## src/rtl/icache.sv

```systemverilog
// Direct-mapped, read-only instruction cache with a combinational hit path and
// a single-outstanding whole-line refill over a request/grant + beat handshake.
module icache #(
  parameter int WIDTH = 32,
  parameter int LINES = 16,
  parameter int WORDS = 4
) (
  input  logic             clk,
  input  logic             rst,
  input  logic [WIDTH-1:0] pc_f,
  output logic [WIDTH-1:0] instr_f,
  output logic             stall_icache,
  input  logic             inv,
  output logic             mem_req,
  output logic [WIDTH-1:0] mem_addr,
  input  logic             mem_gnt,
  input  logic             mem_rvalid,
  input  logic [WIDTH-1:0] mem_rdata
);

  localparam int OFF_W = $clog2(WORDS);
  localparam int IDX_W = $clog2(LINES);
  localparam int LSB   = OFF_W + 2;
  localparam int TAG_W = WIDTH - IDX_W - LSB;

  typedef enum logic [1:0] {IDLE, REQ, FILL} state_t;

  state_t           state;
  logic [LINES-1:0] valid;
  logic [TAG_W-1:0] tag_arr  [LINES];
  logic [WIDTH-1:0] data_arr [LINES][WORDS];
  logic             poison;
  logic [OFF_W-1:0] beat;

  logic [OFF_W-1:0] off;
  logic [IDX_W-1:0] idx;
  logic [TAG_W-1:0] tag;
  logic [IDX_W-1:0] miss_idx;
  logic [TAG_W-1:0] miss_tag;
  logic             hit;
  logic             last_beat;
  logic             fill_we;
  logic             unused_pc;

  assign off       = pc_f[LSB-1:2];
  assign idx       = pc_f[LSB+IDX_W-1:LSB];
  assign tag       = pc_f[WIDTH-1:LSB+IDX_W];
  assign unused_pc = ^pc_f[1:0];

  // mem_addr doubles as the miss address register for the in-flight refill.
  assign miss_idx  = mem_addr[LSB+IDX_W-1:LSB];
  assign miss_tag  = mem_addr[WIDTH-1:LSB+IDX_W];

  assign hit          = (state == IDLE) && valid[idx] && (tag_arr[idx] == tag);
  assign stall_icache = ~hit;
  assign instr_f      = hit ? data_arr[idx][off] : '0;

  assign last_beat = (beat == OFF_W'(WORDS - 1));
  assign fill_we   = (state == FILL) && mem_rvalid && !rst;

  always_ff @(posedge clk) begin
    if (rst) begin
      state    <= IDLE;
      valid    <= '0;
      poison   <= 1'b0;
      beat     <= '0;
      mem_req  <= 1'b0;
      mem_addr <= '0;
    end else begin
      if (inv) valid <= '0;
      case (state)
        IDLE: begin
          if (!hit && !inv) begin
            mem_addr <= {pc_f[WIDTH-1:LSB], {LSB{1'b0}}};
            mem_req  <= 1'b1;
            state    <= REQ;
          end
        end
        REQ: begin
          if (inv) poison <= 1'b1;
          if (mem_gnt) begin
            mem_req <= 1'b0;
            beat    <= '0;
            state   <= FILL;
          end
        end
        FILL: begin
          if (inv) poison <= 1'b1;
          if (mem_rvalid) begin
            beat <= beat + OFF_W'(1);
            if (last_beat) begin
              // An invalidate seen now or earlier in this refill keeps the line dead.
              if (!poison && !inv) valid[miss_idx] <= 1'b1;
              poison <= 1'b0;
              state  <= IDLE;
            end
          end
        end
        default: state <= IDLE;
      endcase
    end
  end

  always_ff @(posedge clk) begin
    if (fill_we) begin
      data_arr[miss_idx][beat] <= mem_rdata;
      if (last_beat) tag_arr[miss_idx] <= miss_tag;
    end
  end

endmodule

```

## config.mk

```make
export PLATFORM = sky130hd
export DESIGN_NAME = icache
export DESIGN_NICKNAME = d
export VERILOG_FILES = /design/src/rtl/icache.sv
export SDC_FILE = /design/constraint.sdc
export NUM_CORES = 2
export LEC_CHECK = 0
export ABC_AREA = 1
export ABC_CLOCK_PERIOD_IN_PS = 4800
export CAP_MARGIN = 20
export CORE_ASPECT_RATIO = 2
export CORE_MARGIN = 2
export CORE_UTILIZATION = 31
export DETAILED_ROUTE_END_ITERATION = 10
export MAX_ROUTING_LAYER = met4
export PLACE_DENSITY_LB_ADDON = 0.3
export SETUP_SLACK_MARGIN = 0.2
export SKIP_LAST_GASP = 1
export SYNTH_ARGS = -nofsm -noshare
export SYNTH_HDL_FRONTEND = slang
export SYNTH_SLANG_ARGS = --single-unit
```

## constraint.sdc

```tcl
create_clock -name clk -period 4.8 [get_ports clk]
set_input_delay 1.44 -clock clk [delete_from_list [all_inputs] [get_ports clk]]
set_output_delay 1.44 -clock clk [all_outputs]
set_load 0.05 [all_outputs]
```

# After elaboration in Yosys (flattened, before gate mapping)
# Memory sizes are Yosys's and may differ from the RTL's.
# Index checks and enable logic that the tools add are counted.
# W data, S select, Z words.
# classes
addsub	1
magnitude_cmp	6
n_eq_ne	8
n_mux	36
n_bitwise	4
reduce_logical	19
# op_table
operator	count
$mux W128	1
$mux W32	4
$mux W16	6
$bmux W32 S2	1
$demux W32 S2	1
$eq A24 B24 Y1	1
$or A16 B16 Y16	1
$mux W2	6
$mux W1	11
$lt A4 B5 Y1 const B	2
$logic_and A1 B1 Y1	8
$ge A3 B3 Y1 const B	2
$ne A2 B2 Y1 const B	3
$not A2 Y3	2
$pmux W2 S3	1
$reduce_and A3 Y1	2
$bmux W1 S4	1
$demux W1 S4	1
$eq A2 B2 Y1 const B	2
$ge A4 B1 Y1 const B	1
$logic_not A1 Y1	4
$pmux W1 S2	2
$pmux W2 S2	1
$reduce_and A4 Y1	1
other kinds (8)	9
# totals
ff_bits	50
ram_bits	2432
inputBits	69
output_inout_bits	66
elab_cells	82
n_memories	2
# memory_table
memory	depth	width	read_ports	rd_clocked_by_memory_dff	write_ports	line_no	rtl
data_arr	16	128	1	0	1	31	logic [WIDTH-1:0] data_arr [LINES][WORDS];
tag_arr	16	24	1	0	1	30	logic [TAG_W-1:0] tag_arr [LINES];

# Longest topological paths before layout
# depth
ltp_word	9
ltp_mapped	23
ltp_nobuf	20

# Worst setup path before layout
# Ideal clock, no wire load.
# synth_path
kind	input to output
start	input pc_f[4]
end	output instr_f[26]
arrival_time_ns	3.816
required_ns	3.360
path_slack_ns	-0.456
path_stages	15
path_buffers	4
cell_sequence	buf_6 buf_4 buf_2 o211ai_1 nand3_1 nand3_1 nand2_1 nand2_1 nand2_1 nor4_1 nand3_1 nor2_1 inv_1 buf_2 nor2_1
# synth_between
elab_chain_cells	5
elab_cells_between_ends	11
cone_classes	eq/ne: 1; mux: 6; reduce/logical: 2; memory: 2
# synth_rtl
item	line_no	rtl
from (decl)	10	input logic [WIDTH-1:0] pc_f,
$mem_v2 Z16 W128 or $bmux W1 S4 (tied branches)	n/a	
$bmux W32 S2 or $mux W1 (tied branches)	56, 54	
$mux W32 (not written as such) or $logic_and A1 B1 Y1 (tied branches) (2 in a row)	56, 54	
$mux W32 *	56	assign instr_f = hit ? data_arr[idx][off] : '0;
to (decl)	11	output logic [WIDTH-1:0] instr_f,
# Mark *: on every way between the ends. The rest lies on a longest branch, timed or not. The select of a mux whose other input is x is not followed.

# Worst setup path in the final report
# layout_path
start	input pc_f[4]
end	output instr_f[24]
# Same word-level chain as after synthesis.

==> results.py <==
metrics = {
    "outcome": {
        "status": "complete, but fails checks",
        "violations": "negative setup slack",
    },
    "logic_synthesis": {
        "async_reset_ff_share_pct": 0,
        "synthMostInstantiatedCell": "edfxtp_1",
        "ys_top_cells_by_area": "edfxtp_1, nand2_1, a21oi_1",
        "netlist_area_sq_um": 98700,
        "netlist_top_cells_count": "edfxtp_1, nand2_1, a21oi_1",
        "synth_ff_type": "edfxtp_1",
        "synth_edf_count": 2432,
        "yosysSeqAreaShare_pct": 75.0,
        "yosys_warnings": 0,
        "ys_seq_elements": 2482,
        "avgSynthCellArea_sq_um": 13.1,
        "yosys.area.top_type_share_pct": 74.0,
        "ys_types": 45,
        "synth_top_cell_by_area": "edfxtp_1",
        "postSynthCellCount": 7520,
    },
    "clock_network": {
        "cts_buffer_depth": 4,
        "cts.sinks": 2482,
        "cts_tree": "yes",
        "cts.htree.levels": 4,
        "root_buffer": "clkbuf_16",
        "numCtsBuffers": 243,
        "postCtsHoldBufs": 0,
        "clk_latency_ns": 0.89,
        "path_clk_slew_ns": 0.06,
    },
    "layout": {
        "drive_gt1_share_pct": 15.3,
        "seq_area_sq_um": 74000,
        "areaGrowthSynthToFinish_pct": 21.2,
        "fin_nets": 8092,
        "fill_cells": 30100,
        "final_area_sq_um": 120000,
        "multi_input_area_sq_um": 22600,
    },
    "critical_path": {
        "cp_max_fo": 59,
        "cp-start-kind": "input port",
        "critPathCaptureType": "output port",
        "cp.required_ns": 3.36,
        "crit_type": "input port to output port",
        "critPathArrivalTime_ns": 3.99,
    },
    "sta": {
        "setup_viol": 33,
        "slew_viol_final": 0,
        "finalHoldViolCount": 0,
        "min_period_ns": 5.43,
        "worst_pin_slew_ns": 1.09,
        "worst_slack_ns": -0.633,
        "fin_skew_ns": 0.0774,
        "rsz0062_at_grt": "yes",
        "fin_crit_sh_pct": 113,
        "hold_ws_ns": 0.467,
        "worst_slew_margin_rel_pct": 27.2,
        "fmax_ghz": 0.184,
    },
    "global_routing": {
        "grt_antenna_before_repair": 18,
        "grt-ovfl-total": 0,
        "grt_pass1_vias": 62500,
        "grt_pass1_wl_um": 445000,
        "grt_max_degree": 79,
        "grt_usage_pct": 19.1,
    },
    "floorplan": {
        "die_h_um": 802,
        "start_util_pct": 31.1,
        "coreArea_sq_um": 317000,
        "rows": 293,
        "dieArea_sq_um": 323000,
        "die_width_um": 403,
        "pin_count": 135,
    },
    "routing": {
        "detail_route.wl_per_cell_um": 25.2,
        "drt_iter0_markers": 6609,
        "drt_pass1_iterations": 6,
        "vias": 65000,
        "vias_per_cell": 5.26,
        "drc": 0,
        "ant_nets": 0,
        "routed_wl_um": 311000,
    },
    "flow_run": {
        "cap_violations": 0,
    },
    "place": {
        "hpwl_um": 174000,
        "place_area_sq_um": 111000,
        "io_buffers": 128,
        "gp_congestion": 0.819,
    },
    "min_path": {
        "min_path_type": "register to register",
    },
    "power_and_ir_drop": {
        "total_power_mw": 46.9,
        "leakage_nw": 39.9,
        "power_density_nw_per_um2": 392,
        "ir_drop_uv": 300,
    },
}
==> layout make-up <==
type / instances / share of cell area (%)
antenna: 10 / 0.0209
sequential: 2482 / 61.9
timing repair inverter: 2 / 0.0188
timing repair buffer: 799 / 8.21
inverter: 147 / 0.501
tap: 4130 / 4.32
clock buffer: 308 / 5.40
clock inverter: 126 / 0.810
multi-input combinational: 4341 / 18.9
==> layout by cell type (no fill, tap or decap), types with 13 or more instances in the layout <==
master,count
nor2_4,92
bufinv_16,14
clkbuf_16,251
a311o_1,18
o221ai_1,95
a221oi_1,177
inv_1,139
buf_16,26
nor3_1,13
clkinv_1,53
nand3_2,27
a311oi_1,13
buf_12,224
buf_6,18
clkdlybuf4s50_1,57
clkbuf_1,52
edfxtp_1,2432
buf_2,33
o311ai_0,23
a21oi_1,592
a32o_1,98
o211ai_1,89
dfxtp_1,50
nand2_1,1477
o22ai_1,94
o21ai_1,22
buf_4,419
nand3_1,359
clkinv_2,47
o21ai_0,504
nand2_2,26
nor2_1,497
o311ai_1,20
a221o_1,17
==> stage by stage <==
step	setup WS (ns)	util [%]	setup TNS, ns	std cells
finish	-0.633	37.7	-18.99	12300
global route	-0.732	37.7	-22.51	12300
CTS	-0.626	37.5	-18.92	12300
detailed placement	-0.818	34.8	-23.66	11800
global placement	-0.883	34.8	-23.43	11800
floorplan	-0.193	-	-115.68	7523
==> path summary, 6_finish.rpt <==
check / start / to / slack (ns) / cells past startpoint
worst max-delay path: pc_f[4] / instr_f[24] / -0.63 / 13
worst min-delay path: valid[3] / valid[3] / 0.47 / 2
worst max register to register: state[0] / data_arr[9][113] / 1.78 / 10
worst min register to register: valid[3] / valid[3] / 0.47 / 2
==> state kept, by name, indices dropped and copies added (netlist names) <==
register,cells
beat,2
mem_req,1
mem_addr,28
poison,1
valid,16
tag_arr,384
data_arr,2048
state,2
==> per-layer routing <==
metal | share of wire (%) | up-vias | GRT usage, %
li1 | - | 29100 | -
met1 | 43 | 33200 | 26.0
met2 | 47 | 2224 | 30.4
met3 | 6.8 | 452 | 2.51
met4 | 2.6 | 0 | 4.65
met5 | 0 | - | -
==> critical path, cell delays in order <==
cell and delay (ns):
buf_16 0.15, buf_6 0.19, buf_4 0.21, buf_12 0.28, buf_4 0.24, a21oi_1 0.08
a221oi_1 0.39, a311oi_1 0.09, nor3_1 0.22, buf_4 0.19, o21ai_1 0.14, nor2_4 0.14
buf_12 0.14
==> where the power goes <==
part           internal [mW]  switching, mW
registers               24.2          0.301
logic                   1.36           2.78
clock network           10.2           8.09
total                   35.7           11.2
==> kinds of logic (layout without fill, tap and decap cells) <==
group | count (synthesis) | in the layout | share of synthesized area [%]
simple gates | 2529 | 2529 | 10.2
buf+inv | 700 | 1382 | 3.21
fa+ha+maj | 7 | 7 | 0.0887
compound gates | 1801 | 1801 | 11.5
other cells | 1 | 14 | 0.00380
flops | 2482 | 2482 | 75.0
==> repair_timing <==
action	4_1_cts	5_1_grt
buffers inserted	11	4
pin swaps	24	11
gates cloned	15	7
endpoints found under the setup margin	33	33
resized for setup	117	38
(Power assumes the default switching activity.)
